### config.mk
export PLATFORM = sky130hd
export DESIGN_NAME = updown_btn_ctrl
export DESIGN_NICKNAME = d
export VERILOG_FILES = /design/src/rtl/updown_btn_ctrl_pkg.sv /design/src/rtl/updown_btn_ctrl_debounce.sv /design/src/rtl/updown_btn_ctrl.sv
export SDC_FILE = /design/constraint.sdc
export NUM_CORES = 1
export LEC_CHECK = 0
export BUFFER_PORTS_ARGS = -buffer_cell sky130_fd_sc_hd__buf_2
export CAP_MARGIN = 40
export CORE_ASPECT_RATIO = 1.5
export CORE_MARGIN = 8
export CORE_UTILIZATION = 45
export DETAILED_ROUTE_END_ITERATION = 7
export HOLD_SLACK_MARGIN = 0.05
export PLACE_DENSITY = 0.63
export SYNTH_ARGS = -nofsm -noshare
export SYNTH_HDL_FRONTEND = slang
export SYNTH_HIERARCHICAL = 1
export SYNTH_SLANG_ARGS = --single-unit
### constraint.sdc
create_clock -name CLOCK -period 2.8 [get_ports CLOCK]
set_clock_uncertainty 0.15 [all_clocks]
set_input_delay 0.28 -clock CLOCK [delete_from_list [all_inputs] [get_ports CLOCK]]
set_output_delay 0.28 -clock CLOCK [all_outputs]
set_load 0.05 [all_outputs]
### src/rtl/updown_btn_ctrl_pkg.sv
// Shared FSM state type and default timing constants for the up/down button front end.
package updown_pkg;

  typedef enum logic [1:0] {
    IDLE     = 2'd0,
    UP_HELD  = 2'd1,
    DN_HELD  = 2'd2,
    CONFLICT = 2'd3
  } state_t;

  localparam int DEF_DB_CYCLES     = 1250000;
  localparam int DEF_REPEAT_DELAY  = 62500000;
  localparam int DEF_REPEAT_PERIOD = 12500000;
  localparam int DEF_CNT_W         = 27;

endpackage

### src/rtl/updown_btn_ctrl_debounce.sv
// One button lane: 2-FF synchroniser followed by a stable-level debounce counter.
module btn_debounce
  import updown_pkg::*;
#(
  parameter int DB_CYCLES = DEF_DB_CYCLES,
  parameter int CNT_W     = DEF_CNT_W
) (
  input  logic CLOCK,
  input  logic Rst,
  input  logic raw,
  output logic level
);

  localparam logic [CNT_W-1:0] DB_LAST = CNT_W'(DB_CYCLES - 1);

  logic             r_sync1, r_sync2, r_level;
  logic [CNT_W-1:0] r_cnt;

  // The counter only runs while the synced level disagrees with the accepted one,
  // so any return to the accepted level restarts the stability window.
  always_ff @(posedge CLOCK or posedge Rst) begin
    if (Rst) begin
      r_sync1 <= 1'b0;
      r_sync2 <= 1'b0;
      r_level <= 1'b0;
      r_cnt   <= '0;
    end else begin
      r_sync1 <= raw;
      r_sync2 <= r_sync1;
      if (r_sync2 == r_level) begin
        r_cnt <= '0;
      end else if (r_cnt == DB_LAST) begin
        r_level <= r_sync2;
        r_cnt   <= '0;
      end else begin
        r_cnt <= r_cnt + CNT_W'(1);
      end
    end
  end

  assign level = r_level;

endmodule

### src/rtl/updown_btn_ctrl.sv
// Up/down button controller: debounced buttons feed a 4-state arbiter issuing 1-cycle count pulses.
// Optional auto-repeat while a button is held: define UPDOWN_AUTO_REPEAT_EN.
module updown_btn_ctrl
  import updown_pkg::*;
#(
  parameter int DB_CYCLES     = DEF_DB_CYCLES,
  parameter int REPEAT_DELAY  = DEF_REPEAT_DELAY,
  parameter int REPEAT_PERIOD = DEF_REPEAT_PERIOD,
  parameter int CNT_W         = DEF_CNT_W
) (
  input  logic       CLOCK,
  input  logic       Rst,
  input  logic       upBttn,
  input  logic       dwnBttn,
  output logic       cnt_up,
  output logic       cnt_dn,
  output logic       conflict,
  output logic [1:0] state
);

  if (DB_CYCLES < 2 || REPEAT_DELAY < 1 || REPEAT_PERIOD < 1) begin : g_bad_param
    $error("updown_btn_ctrl: illegal timing parameters");
  end

  logic [1:0] w_raw, w_lvl;
  logic       w_u, w_d;

  assign w_raw = {dwnBttn, upBttn};

  for (genvar gi = 0; gi < 2; gi++) begin : g_lane
    btn_debounce #(
      .DB_CYCLES (DB_CYCLES),
      .CNT_W     (CNT_W)
    ) u_db (
      .CLOCK (CLOCK),
      .Rst   (Rst),
      .raw   (w_raw[gi]),
      .level (w_lvl[gi])
    );
  end

  assign w_u = w_lvl[0];
  assign w_d = w_lvl[1];

  state_t r_state;
  logic   r_up, r_dn, r_conflict;

`ifdef UPDOWN_AUTO_REPEAT_EN
  localparam logic [CNT_W-1:0] RD_LAST = CNT_W'(REPEAT_DELAY - 1);
  localparam logic [CNT_W-1:0] RP_LAST = CNT_W'(REPEAT_PERIOD - 1);

  logic [CNT_W-1:0] r_rpt_cnt;
  logic             r_rpt_first;
  logic [CNT_W-1:0] w_rpt_last;

  assign w_rpt_last = r_rpt_first ? RD_LAST : RP_LAST;
`endif

  always_ff @(posedge CLOCK or posedge Rst) begin
    if (Rst) begin
      r_state    <= IDLE;
      r_up       <= 1'b0;
      r_dn       <= 1'b0;
      r_conflict <= 1'b0;
`ifdef UPDOWN_AUTO_REPEAT_EN
      r_rpt_cnt   <= '0;
      r_rpt_first <= 1'b1;
`endif
    end else begin
      r_up <= 1'b0;
      r_dn <= 1'b0;
`ifdef UPDOWN_AUTO_REPEAT_EN
      // Re-armed every cycle unless a held state keeps counting below.
      r_rpt_cnt   <= '0;
      r_rpt_first <= 1'b1;
`endif
      case (r_state)
        IDLE: begin
          if (w_u && w_d) begin
            r_state    <= CONFLICT;
            r_conflict <= 1'b1;
          end else if (w_u) begin
            r_state <= UP_HELD;
            r_up    <= 1'b1;
          end else if (w_d) begin
            r_state <= DN_HELD;
            r_dn    <= 1'b1;
          end
        end
        UP_HELD: begin
          if (!w_u && !w_d) begin
            r_state <= IDLE;
          end else if (w_d) begin
            r_state    <= CONFLICT;
            r_conflict <= 1'b1;
          end else begin
`ifdef UPDOWN_AUTO_REPEAT_EN
            if (r_rpt_cnt == w_rpt_last) begin
              r_up        <= 1'b1;
              r_rpt_first <= 1'b0;
            end else begin
              r_rpt_cnt   <= r_rpt_cnt + CNT_W'(1);
              r_rpt_first <= r_rpt_first;
            end
`endif
          end
        end
        DN_HELD: begin
          if (!w_u && !w_d) begin
            r_state <= IDLE;
          end else if (w_u) begin
            r_state    <= CONFLICT;
            r_conflict <= 1'b1;
          end else begin
`ifdef UPDOWN_AUTO_REPEAT_EN
            if (r_rpt_cnt == w_rpt_last) begin
              r_dn        <= 1'b1;
              r_rpt_first <= 1'b0;
            end else begin
              r_rpt_cnt   <= r_rpt_cnt + CNT_W'(1);
              r_rpt_first <= r_rpt_first;
            end
`endif
          end
        end
        CONFLICT: begin
          // Only a full release clears the conflict; a partial release stays silent.
          if (!w_u && !w_d) begin
            r_state    <= IDLE;
            r_conflict <= 1'b0;
          end
        end
        default: begin
          r_state    <= IDLE;
          r_conflict <= 1'b0;
        end
      endcase
    end
  end

  assign cnt_up   = r_up;
  assign cnt_dn   = r_dn;
  assign conflict = r_conflict;
  assign state    = r_state;

endmodule

Word level (Yosys, flattened, before mapping)
Cells that the tools add are included.
{ "word_totals": {"regBits": 65, "inputBits": 4, "out_inout_bits": 5, "wordCells": 68} }
{ "classes": {"n_addsub": 2, "n_eq_ne": 16, "mux": 27, "bitwise_logic": 2, "n_reduce_logical": 9} }
{ "op_table": {"columns": ["operator", "n"], "rows": [
  ["2-to-1 mux 27 bit", 4],
  ["adder 27 x 1 -> 27 bit (second input constant)", 2],
  ["equality test 27 x 21 -> 1 bit (second input constant)", 2],
  ["2-to-1 mux 2 bit", 8],
  ["2-to-1 mux 1 bit", 13],
  ["inequality test 2 bit (second input constant)", 4],
  ["one-hot mux 2 bit (4 select lines)", 1],
  ["inequality test 3 x 2 -> 1 bit (second input constant)", 2],
  ["AND reduction 6 bit", 1],
  ["equality test 2 bit (second input constant)", 2],
  ["inequality test 2 x 1 -> 1 bit (second input constant)", 2],
  ["inequality test 4 x 2 -> 1 bit (second input constant)", 1],
  ["one-hot mux 1 bit (4 select lines)", 1],
  ["AND reduction 2 bit", 2],
  ["AND reduction 4 bit", 1],
  ["equality test 1 bit", 2],
  ["equality test 2 x 1 -> 1 bit (second input constant)", 1],
  ["logical AND 1 bit", 2],
  ["zero test 1 bit", 2],
  ["zero test 2 bit", 1],
  ["NOT 1 bit", 2]
]} }

Depth between registers and ports, before layout
Gate-level depths: netlist of the first run.
{ "logic_depth": {"word_depth": 4, "depth_mapped": 7} }

Cells and area by module
Netlist of the first run, hierarchy kept.
{ "by_module_without_submodules": {"columns": ["mod", "instances", "cells_per_inst", "area_each_um2"], "rows": [
  ["btn_debounce", 2, 152, 1488.9],
  ["updown_btn_ctrl", 1, 39, 365.4]
]} }

Worst setup path after synthesis of the first run
Ideal clock, no wire load.
{ "synth_timing": {"kind": "register to register", "start": "register g_lane[0].u_db.r_cnt[0]", "end": "register g_lane[0].u_db.r_cnt[10]", "t_arrival_ns": 1.663, "t_required_ns": 2.529, "path_slack_ns": 0.865, "path_stages_with_launch": 8, "path_buffers": 2, "cell_sequence": "dfrtp_1 -> ha_1 -> and3_1 -> buf_2 -> nand3_1 -> o31ai_2 -> buf_2 -> nor2_1"} }
{ "synth_via": {"elab_chain_cells": 3, "word_cells_on_any_way": 4, "cone_classes": "add/sub: 1; eq/ne: 1; mux: 2"} }
{ "synth_rtl": {"columns": ["element", "line_no", "text"], "rows": [
  ["start, declared", "updown_btn_ctrl_debounce.sv:17", "logic [CNT_W-1:0] r_cnt;"],
  ["start signal, assigned", "updown_btn_ctrl_debounce.sv:36", "r_cnt <= r_cnt + CNT_W'(1);"],
  ["adder 27 x 1 -> 27 bit or equality test 27 x 21 -> 1 bit (tied branches)", "updown_btn_ctrl_debounce.sv:36, updown_btn_ctrl_debounce.sv:32", null],
  ["2-to-1 mux 27 bit (*)", "updown_btn_ctrl_debounce.sv:32", "end else if (r_cnt == DB_LAST) begin"],
  ["2-to-1 mux 27 bit (*)", "updown_btn_ctrl_debounce.sv:30", "if (r_sync2 == r_level) begin"]
]} }
Mark *: on every way between the ends. The rest lies on a longest branch, timed or not.
A chain may end at the register's enable or synchronous reset.

Worst setup path after layout of the first run
{ "layout_timing": {"start": "register g_lane[1].u_db.r_cnt[0]", "end": "register g_lane[1].u_db.r_cnt[24]"} }
{ "layout_via": {"elab_chain_cells": 3, "word_cells_on_any_way": 4, "cone_classes": "add/sub: 1; eq/ne: 1; mux: 2"} }
{ "layout_rtl": {"columns": ["element", "line_no"], "rows": [
  ["start, declared", "updown_btn_ctrl_debounce.sv:17"],
  ["start signal, assigned", "updown_btn_ctrl_debounce.sv:36"],
  ["adder 27 x 1 -> 27 bit or equality test 27 x 21 -> 1 bit (tied branches)", "updown_btn_ctrl_debounce.sv:36, updown_btn_ctrl_debounce.sv:32"],
  ["2-to-1 mux 27 bit (*)", "updown_btn_ctrl_debounce.sv:32"],
  ["2-to-1 mux 27 bit (*)", "updown_btn_ctrl_debounce.sv:30"]
]} }
Marks and branches as above.

==> impl_metrics.env, run 1 <==
export IMPL_path_max_fanout=14
export IMPL_path_buf_inv=0
export IMPL_drt_vias_per_instance=5.60
export IMPL_hp_class="reg -> reg"
export IMPL_worstSetupStartpointType="flop"
export IMPL_pin_count=9
export IMPL_ys_seq_elements=65
export IMPL_insertion_delay_ps=340
export IMPL_grt_pass1_vias=2450
export IMPL_timing_fmax_mhz=431
export IMPL_cts_tree="done"
export IMPL_dp_cells=443
export IMPL_grtUsageTotal_pct=13.5
export IMPL_post_route_util_pct=51.1
export IMPL_clk_path_buf_depth=2
export IMPL_antenna_found_initial=0
export IMPL_synth_distinct_cells=38
export IMPL_setup_viol=0
export IMPL_worstPathArrival_ps=2430
export IMPL_start_util_pct=46.3
export IMPL_worst_pin_slew_ps=541
export IMPL_finalMaxSlewViolations=0
export IMPL_synth_area_mm2=0.00334
export IMPL_numCtsBuffers=9
export IMPL_syn_to_final_growth_pct=10.6
export IMPL_cts_root_buffer="clkbuf_8"
export IMPL_crit_required_ps=2910
export IMPL_yosysSeqAreaShare_pct=48.7
export IMPL_path_delay_family="simple AND/OR/NAND/NOR gates"
export IMPL_layout_drive_gt1_share_pct=10.8
export IMPL_leakagePower_nw=1.49
export IMPL_fin_nets=368
export IMPL_grt_first_pass_wirelength_mm=11.4
export IMPL_relSlewSlack_pct=63.8
export IMPL_cpPeakStageDelay_ps=600
export IMPL_dr_pass1_iters=4
export IMPL_final_common_cell="dfrtp_1"
export IMPL_maxCapViolCount=0
export IMPL_synth_nets=354
export IMPL_crit_chain="ha_1 -> and3_1 -> nand4_1 -> or4_1 -> a21oi_1"
export IMPL_powerDensity_mw_per_mm2=481
export IMPL_yosys_warnings=6
export IMPL_synth_edf_count=0
export IMPL_io_buffers=8
export IMPL_rows=38
export IMPL_crit_type="reg -> reg"
export IMPL_dieArea_mm2=0.0105
export IMPL_gp_congestion=0.748
export IMPL_wl_per_cell_um=14.4
export IMPL_r2r_slack_ps=480
export IMPL_postCtsResizedCells=0
export IMPL_dp_hpwl_mm=4.67
export IMPL_rsz0062_at_grt="no"
export IMPL_die_h_um=122
export IMPL_total_power_mw=1.78
export IMPL_peakVddDrop_mv=0.359
export IMPL_hold_viol_final=0
export IMPL_drt_iter0_drc=133
export IMPL_stdcell_count=462
export IMPL_status="finished clean"
export IMPL_core_mm2=0.00723
export IMPL_clock_sinks=65
export IMPL_grt_max_degree=31
export IMPL_grt_overflow_total=0
export IMPL_path_clk_slew_ps=70
export IMPL_ys_flop_type="dfrtp_1"
export IMPL_setup_tns_ps=0
export IMPL_diodes=0
export IMPL_die_x_um=86.4
export IMPL_fin_crit_sh_pct=82.8
export IMPL_synthCells=343
export IMPL_drc=0
export IMPL_syn_avg_cell_area_um2=9.75
export IMPL_detail_route_antenna_nets=0
export IMPL_wirelength_mm=6.63
export IMPL_finalCriticalPeriod_ps=2320
export IMPL_h_tree_depth=3
export IMPL_most_common_layout_cells="65 x dfrtp_1, 35 x nor2_1, 27 x a21oi_1"
export IMPL_num_vias=2589
export IMPL_end_kind="flop"
export IMPL_async_flop_share_pct=100
export IMPL_slowest_stage="or4_1"
## routing by layer
| layer | global-route usage [%] | vias to the layer above | wire (um) |
|---|---|---|---|
| li1 | - | 1287 | - |
| met1 | 14.8 | 1270 | 2760 |
| met2 | 24.4 | 21 | 3640 |
| met3 | 2.09 | 11 | 127 |
| met4 | 6.82 | 0 | 108 |
| met5 | 0 | - | 0 |
## timing repair
action                    CTS  global route
hold endpoints to repair   67             0
setup buffers               0             0
hold buffers                3             0
## kinds of logic after synthesis
logic type                 count (synthesis)  synth area share, %
muxes                                      4                 1.42
and+or+nand+nor                          150                 25.1
xor gates and xnor gates                  26                 6.81
adders and majority gates                  7                 2.62
AOI/OAI and AO/OA                         63                 11.7
buffers and inverters                     28                 3.70
DFF                                       65                 48.7
## path summary, 6_finish.rpt
| path | start | end | cells past startpoint |
|---|---|---|---|
| setup / recovery | g_lane[1].u_db/r_cnt[0] | g_lane[1].u_db/r_cnt[24] | 5 |
| max in group asynchronous | Rst | g_lane[0].u_db/r_cnt[0] | 4 |
| hold / removal | g_lane[1].u_db/r_sync1 | g_lane[1].u_db/r_sync2 | 0 |
| hold reg to reg | g_lane[1].u_db/r_sync1 | g_lane[1].u_db/r_sync2 | 0 |
| min in group asynchronous | Rst | state[0] | 3 |
| setup reg to reg | g_lane[1].u_db/r_cnt[0] | g_lane[1].u_db/r_cnt[24] | 5 |
## cell type report
cell class | count | area, um^2
Clock buffer | 11 | 131
Timing Repair Buffer | 16 | 108
Sequential cell | 65 | 1630
Multi-Input combinational cell | 250 | 1590
Fill cell | 684 | 3530
Inverter | 15 | 56.3
Tap cell | 100 | 125
Clock inverter | 5 | 56.3
## cells in the mapped netlist (all sizes together) (2+ instances only)
library cell / number / area share [%]
and4: 6 / 1.6
nand3: 21 / 3.1
nor4b: 2 / 0.52
nor4: 4 / 0.75
buf: 9 / 1.6
inv: 15 / 1.7
or4: 18 / 4.3
o21ai: 13 / 1.9
or3: 10 / 1.9
xnor2: 16 / 4.2
a21oi: 28 / 4.3
and3: 5 / 0.94
nor4bb: 2 / 0.60
dfrtp: 65 / 49
o31ai: 18 / 4.3
nor3: 10 / 1.5
mux2: 3 / 1.1
xor2: 10 / 2.6
ha: 7 / 2.6
nor2: 35 / 3.9
clkbuf: 4 / 0.45
nand2: 18 / 2.0
nand4: 16 / 3.4
## state kept, by name (all words and copies together), names as in the netlist
signal	count
g_lane.u_db/r_cnt	54
g_lane.u_db/level	2
g_lane.u_db/r_sync1	2
g_lane.u_db/r_sync2	2
state	2
cnt_dn	1
cnt_up	1
conflict	1
## through the flow
step / worst slack [ps] / area, um^2 / hold WS (ps)
after floorplan: 865 / 3340 / -91.5
after global placement: 595 / 3480 / 48.5
after detailed placement: 505 / 3480 / 55.8
after CTS: 488 / 3700 / 212
after global routing: 290 / 3700 / 222
final: 482 / 3700 / 208
## power by group
part           leakage [nW]  internal (mW)  switching (mW)
Sequential            0.894          0.949         0.00843
Clock                0.0933          0.410           0.355
Combinational         0.498         0.0171          0.0379
Total                  1.49           1.38           0.402
Note: power is estimated with default switching activity, not from simulation.
==> inputs of run 2 (changes only) <==
--- a/config.mk
+++ b/config.mk
@@ -5,6 +5,7 @@
 export SDC_FILE = /design/constraint.sdc
 export NUM_CORES = 1
 export LEC_CHECK = 0
+export ABC_AREA = 1
 export BUFFER_PORTS_ARGS = -buffer_cell sky130_fd_sc_hd__buf_2
 export CAP_MARGIN = 40
 export CORE_ASPECT_RATIO = 1.5
@@ -12,7 +13,7 @@
 export CORE_UTILIZATION = 45
 export DETAILED_ROUTE_END_ITERATION = 7
 export HOLD_SLACK_MARGIN = 0.05
-export PLACE_DENSITY = 0.63
+export PLACE_DENSITY = 0.65
 export SYNTH_ARGS = -nofsm -noshare
 export SYNTH_HDL_FRONTEND = slang
 export SYNTH_HIERARCHICAL = 1
==> constraint.sdc (replaced) <==
create_clock -name CLOCK -period 1.9 [get_ports CLOCK]
set_clock_uncertainty 0.15 [all_clocks]
set_input_delay 0.19 -clock CLOCK [delete_from_list [all_inputs] [get_ports CLOCK]]
set_output_delay 0.19 -clock CLOCK [all_outputs]
set_load 0.05 [all_outputs]
==> run 2 against run 1 <==
  * Global-route usage rose by 4.0 points
  * Worst hold slack got worse by 37 ps
  * Sequential share of layout area fell by 7.6 points
  * Area after synthesis rose by 18%
==> impl_metrics.env, run 2 <==
export IMPL_wl_per_cell_um=14.3
export IMPL_p_int_mw=2.61
export IMPL_synth_edf_count=0
export IMPL_crit_required_ps=1970
export IMPL_drc=0
export IMPL_grt_pass1_vias=3509
export IMPL_hp_class="in -> async"
export IMPL_crit_chain="ha_1 -> inv_2 -> nor2_4 -> nand3_2 -> nor2_2 -> nand2_2 -> nand2_4 -> nor2_1"
export IMPL_yosysMostFrequentCell="nand2_1"
export IMPL_num_vias=3381
export IMPL_hold_viol_final=0
export IMPL_grt_first_pass_wirelength_mm=16.2
export IMPL_wirelength_mm=9.70
export IMPL_clock_sinks=65
export IMPL_ys_seq_elements=65
export IMPL_io_buffers=8
export IMPL_path_clk_slew_ps=60
export IMPL_h_tree_depth=3
export IMPL_p_switching_mw=0.680
export IMPL_final_common_cell="nand2_1"
export IMPL_yosys_area_share_simple_pct=41.3
export IMPL_fin_hold_ws_ps=170
export IMPL_drt_iter0_drc=138
export IMPL_clk_path_buf_depth=2
export IMPL_crit_type="reg -> reg"
export IMPL_yosys_warnings=6
export IMPL_grtUsageTotal_pct=17.5
export IMPL_most_common_layout_cells="146 x nand2_1, 122 x nor2_1, 65 x dfrtp_1"
export IMPL_detail_route_antenna_nets=0
export IMPL_synth_compound_area_share_pct=1.78
export IMPL_setup_tns_ps=0
export IMPL_synth_nets=553
export IMPL_cpPeakStageDelay_ps=390
export IMPL_layout_drive_gt1_share_pct=14.1
export IMPL_path_max_fanout=10
export IMPL_worstSetupStartpointType="flop"
export IMPL_synth_distinct_cells=23
export IMPL_top_layer="met4"
export IMPL_numCtsBuffers=9
export IMPL_combinationalPowerShare_pct=2.8
export IMPL_maxCapViolCount=0
export IMPL_synth_top_family_by_area="simple AND/OR/NAND/NOR gates"
export IMPL_diodes=0
export IMPL_dr_pass1_iters=4
export IMPL_end_kind="flop"
export IMPL_worstPathArrival_ps=1770
export IMPL_dp_hpwl_mm=7.46
export IMPL_switching_share_pct=20.7
export IMPL_pin_count=9
export IMPL_pwr_share_seq_pct=43.0
export IMPL_yosys_top_cells_area="dfrtp_1 41%, nand2_1 14%, nor2_1 12%, inv_1 5.5%, xor2_1 3.6%"
export IMPL_yosysTopAreaCell="dfrtp_1"
export IMPL_setup_viol=0
export IMPL_grt_max_degree=31
export IMPL_post_route_util_pct=51.5
export IMPL_r2r_slack_ps=200
export IMPL_n_fill_cell=890
export IMPL_synth_adder_area_share_pct=2.23
export IMPL_met1Wirelength_mm=3.46
export IMPL_peakVddDrop_mv=0.582
export IMPL_p_clk_share_pct=54.2
export IMPL_syn_to_final_growth_pct=13.6
export IMPL_yosysSeqAreaShare_pct=41.3
export IMPL_synth_area_mm2=0.00394
export IMPL_synthMuxAreaShare_pct=0
export IMPL_cts_tree="done"
export IMPL_top_register="g_lane.u_db/r_cnt"
export IMPL_rows=42
export IMPL_leakagePower_nw=1.99
export IMPL_status="finished clean"
export IMPL_fin_crit_sh_pct=89.5
export IMPL_slowest_stage="dfrtp_1"
export IMPL_powerDensity_mw_per_mm2=736
export IMPL_synth_top_area_share_pct=41.3
export IMPL_worst_r2r_endpoint="g_lane[1].u_db/r_cnt[12]"
export IMPL_core_mm2=0.00867
export IMPL_insertion_delay_ps=330
export IMPL_largest_reg_flops=54
export IMPL_multi_input_area_mm2=0.00206
export IMPL_timing_fmax_mhz=588
export IMPL_rsz0062_at_grt="no"
export IMPL_syn_avg_cell_area_um2=7.26
export IMPL_relSlewSlack_pct=73.6
export IMPL_antenna_found_initial=0
export IMPL_met3_length_um=301
export IMPL_synth_xor_area_share_pct=7.06
export IMPL_synthCells=542
export IMPL_fin_nets=575
export IMPL_finalCriticalPeriod_ps=1700
export IMPL_drt_vias_per_instance=4.98
export IMPL_start_util_pct=45.4
export IMPL_r2r_start="g_lane[1].u_db/r_cnt[0]"
export IMPL_met2WireLength_mm=5.37
export IMPL_async_flop_share_pct=100
export IMPL_finalMaxSlewViolations=0
export IMPL_cts_root_buffer="clkbuf_16"
export IMPL_worstRegToRegCells=8
export IMPL_die_h_um=131
export IMPL_dieArea_mm2=0.0121
export IMPL_gp_congestion=0.925
export IMPL_ys_flop_type="dfrtp_1"
export IMPL_worst_pin_slew_ps=396
export IMPL_grt_overflow_total=0
export IMPL_die_x_um=92.4
export IMPL_synth_commonest_cells="146 x nand2_1, 122 x nor2_1, 65 x dfrtp_1"
export IMPL_regArea_mm2=0.00163
run 2: changes by cell type after synthesis, moves of 6 or more:
cell	delta
a21oi_1	-19
and4_1	-6
inv_1	+44
nand2_1	+128
nand2_2	+18
nor2_1	+87
nor2_2	+15
nor2_4	+10
nor3_1	-7
o21ai_0	-7
o31ai_1	-16
or3_1	-10
or4_1	-16
xor2_1	+6
run 2: area by class of cell:
| type | instances | area share, % |
|---|---|---|
| multi-input cells | 412 | 46.1 |
| clock buffers | 11 | 5.43 |
| inverters | 63 | 5.29 |
| well taps | 110 | 3.08 |
| flip-flops and latches | 65 | 36.4 |
| clock inverters | 5 | 1.76 |
| repair buffers | 13 | 1.90 |
run 2: power groups by stage:
stage	Sequential, mW	Clock, mW	Combinational, mW
floorplan	1.43	0	0.0662
global placement	1.44	0	0.0897
detailed placement	1.44	0	0.0910
CTS	1.41	1.81	0.0967
global route	1.41	1.88	0.108
finish	1.41	1.78	0.0932
run 2: worst max path at each step:
stage / start / endpoint / slack (ps) / depth (start not counted)
2_1_floorplan: state[0] / conflict / 180 / 6
3_3_place_gp: g_lane[0].u_db/r_cnt[0] / g_lane[0].u_db/r_cnt[9] / 270 / 8
3_5_place_dp: g_lane[1].u_db/r_cnt[0] / g_lane[1].u_db/r_cnt[16] / 220 / 8
4_1_cts: g_lane[1].u_db/r_cnt[0] / g_lane[1].u_db/r_cnt[12] / 200 / 8
5_1_grt: g_lane[1].u_db/r_cnt[0] / g_lane[1].u_db/r_cnt[1] / 90 / 8
6_report: g_lane[1].u_db/r_cnt[0] / g_lane[1].u_db/r_cnt[12] / 200 / 8
run 2: cells by family (layout without fill, tap and decap cells):
| family | count (synthesis) | count (layout) |
|---|---|---|
| buffers and inverters | 65 | 92 |
| XOR/XNOR | 30 | 30 |
| AND/OR/NAND/NOR | 361 | 361 |
| flip-flops | 65 | 65 |
| adder cells (fa/ha/maj) | 7 | 7 |
| AO/OA/AOI/OAI | 14 | 14 |
run 2: critical path: cells and delay by family, from the launching register on:
family / cells / cell delay, ps
adders and majority gates: 1 / 280
buffers and inverters: 1 / 90
DFF: 1 / 390
and+or+nand+nor: 6 / 670
run 2: timing repair:
| action | in CTS | in global routing |
|---|---|---|
| hold buffers | 3 | 0 |
| endpoints found under the hold margin | 67 | 0 |
| resized for setup | 0 | 0 |
| buffers inserted | 0 | 0 |
run 2: metal layers:
metal	track usage, %	up-vias
li1	-	1696
met4	13.0	0
met5	0	-
met2	33.1	73
met1	16.0	1575
met3	3.77	37
run 2: stage by stage:
stage / setup slack [ps] / area (um^2) / total power [mW] / cells
after floorplan: 181 / 3940 / 1.50 / 542
after global placement: 270 / 4120 / 1.53 / 660
after detailed placement: 216 / 4120 / 1.53 / 660
after CTS: 195 / 4470 / 3.32 / 679
after global routing: 87.9 / 4470 / 3.40 / 679
final: 200 / 4470 / 3.29 / 679
==> inputs of run 3 (changes only) <==
==> constraint.sdc (replaced) <==
create_clock -name CLOCK -period 1.5 [get_ports CLOCK]
set_clock_uncertainty 0.15 [all_clocks]
set_input_delay 0.15 -clock CLOCK [delete_from_list [all_inputs] [get_ports CLOCK]]
set_output_delay 0.15 -clock CLOCK [all_outputs]
set_load 0.05 [all_outputs]
==> run 3 against run 2 <==
  * The run now ends with negative setup slack left
  * Worst hold slack lost 41 ps
  * Die area is the same
  * Clock power grew 34%
  * Combinational power grew 93%
  * Largest power group unchanged
  * Fmax grew 5.1%
  * Critical endpoint is now g_lane[0].u_db/r_cnt[9]
==> impl_metrics.env, run 3 (synthesis gave the netlist of run 2 again) <==
export IMPL_drt_vias_per_instance=5.13
export IMPL_worst_pin_slew_ps=403
export IMPL_insertion_delay_ps=330
export IMPL_multi_input_area_mm2=0.00241
export IMPL_top_register="g_lane.u_db/r_cnt"
export IMPL_worstSetupStartpointType="flop"
export IMPL_regArea_mm2=0.00165
export IMPL_drt_iter0_drc=153
export IMPL_grt_pass1_vias=3773
export IMPL_dp_hpwl_mm=7.59
export IMPL_fin_crit_sh_pct=108
export IMPL_cts_root_buffer="clkbuf_16"
export IMPL_crit_chain="ha_2 -> inv_2 -> nor2_4 -> nand3_2 -> nor2_4 -> nand2_4 -> nand2_4 -> nor2_1"
export IMPL_globalRouteMet2Util_pct=34.8
export IMPL_crit_type="reg -> reg"
export IMPL_final_setup_worst_slack_ps=-118
export IMPL_grtUsageTotal_pct=18.3
export IMPL_rows=42
export IMPL_finalCriticalPeriod_ps=1620
export IMPL_gr_usage_met3_pct=3.54
export IMPL_hp_class="in -> async"
export IMPL_largest_reg_flops=54
export IMPL_crit_required_ps=1570
export IMPL_h_tree_depth=3
export IMPL_path_max_fanout=5
export IMPL_dr_pass1_iters=4
export IMPL_worstRegToRegCells=8
export IMPL_violations="negative setup slack"
export IMPL_core_mm2=0.00867
export IMPL_syn_to_final_growth_pct=34.0
export IMPL_worstPathArrival_ps=1690
export IMPL_diodes=0
export IMPL_powerDensity_mw_per_mm2=825
export IMPL_stdcell_count=735
export IMPL_clk_path_buf_depth=2
export IMPL_total_power_mw=4.35
export IMPL_pin_count=9
export IMPL_path_clk_slew_ps=60
export IMPL_timing_fmax_mhz=618
export IMPL_relSlewSlack_pct=73.2
export IMPL_final_common_cell="nand2_1"
export IMPL_start_util_pct=45.4
export IMPL_cpPeakStageDelay_ps=430
export IMPL_drc=0
export IMPL_grt_max_degree=31
export IMPL_rsz0062_at_grt="yes"
export IMPL_dp_cells=693
export IMPL_fin_hold_ws_ps=129
export IMPL_gp_congestion=0.910
export IMPL_status="finished with violations"
export IMPL_maxCapViolCount=0
export IMPL_grt_first_pass_wirelength_mm=17.1
export IMPL_dieArea_mm2=0.0121
export IMPL_fin_nets=631
export IMPL_detail_route_antenna_nets=0
export IMPL_die_h_um=131
export IMPL_peakVddDrop_mv=0.627
export IMPL_finalMaxSlewViolations=0
export IMPL_n_fill_cell=753
export IMPL_gr_max_usage_layer="met2"
export IMPL_end_kind="flop"
export IMPL_slowest_stage="dfrtp_1"
export IMPL_hold_viol_final=0
export IMPL_antenna_found_initial=0
export IMPL_use_met1_pct=16.5
export IMPL_layout_drive_gt1_share_pct=37.0
export IMPL_clock_sinks=65
export IMPL_die_x_um=92.4
export IMPL_setup_viol=27
export IMPL_setup_tns_ps=-1650
export IMPL_wl_per_cell_um=14.7
export IMPL_io_buffers=8
export IMPL_most_common_layout_cells="127 x nand2_1, 79 x nor2_1, 54 x inv_1"
export IMPL_grt_overflow_total=0
export IMPL_num_vias=3769
export IMPL_leakagePower_nw=2.41
export IMPL_cts_tree="done"
export IMPL_numCtsBuffers=9
export IMPL_wirelength_mm=10.8
run 3: cell count changes in the layout (fill, tap and decap cells not counted), moves of 7 or more:
cell     before  now
buf_4         2   53
dfrtp_1      65   47
dfrtp_2       0   18
nand2_1     146  127
nand2_2      18   28
nand2_4       2   13
nand3_1      26   18
nand3_2       3   10
nor2_1      122   79
nor2_2       15   45
nor2_4       10   23
run 3: path summary, 6_finish.rpt:
| check | slack [ps] | end | from |
|---|---|---|---|
| hold reg to reg | 200 | g_lane[0].u_db/r_sync2 | g_lane[0].u_db/r_sync1 |
| hold / removal | 130 | state[1] | Rst |
| setup reg to reg | -120 | g_lane[0].u_db/r_cnt[9] | g_lane[0].u_db/r_cnt[1] |
| setup / recovery | -120 | g_lane[0].u_db/r_cnt[9] | g_lane[0].u_db/r_cnt[1] |
| min in group CLOCK | 200 | g_lane[0].u_db/r_sync2 | g_lane[0].u_db/r_sync1 |
| max in group asynchronous | 570 | g_lane[0].u_db/r_cnt[13] | Rst |
run 3: what timing repair did:
action	CTS	global route
cloned	2	0
resized for setup	20	100
pin swaps	21	37
hold buffers	3	0
buffers inserted	7	16
hold endpoints to repair	67	0
setup endpoints to repair	25	51
run 3: layout make-up:
class	instances	share of cell area, %
multi-input combinational	414	45.7
tap	110	2.61
sequential	65	31.3
timing repair buffer	67	9.52
inverter	63	4.49
clock buffer	11	4.41
clock inverter	5	1.97
run 3: metal layers:
layer | vias up | part of all wire, %
met5 | - | 0
met4 | 0 | 7.2
met3 | 62 | 2.9
met2 | 105 | 55
met1 | 1790 | 34
li1 | 1812 | -
run 3: worst max-delay path: cells and delay by family (launching register included):
kind / cells / cell delay (ps)
buffers and inverters: 1 / 50
DFF: 1 / 430
and+or+nand+nor: 6 / 650
adders and majority gates: 1 / 220
run 3: stage by stage:
stage | instance area [um^2] | setup WS (ps) | utilization [%]
finish | 5270 | -118 | 60.8
global route | 5270 | -226 | 60.8
CTS | 4870 | -15.2 | 56.2
detailed placement | 4370 | -56.6 | 50.4
global placement | 4370 | -24.7 | 50.4
floorplan | 3940 | 0.521 | -
run 3: power by group:
| group | internal, mW | switching, mW | total [mW] |
|---|---|---|---|
| logic | 0.0650 | 0.115 | 0.180 |
| clock network | 1.62 | 0.753 | 2.38 |
| registers | 1.77 | 0.0193 | 1.79 |
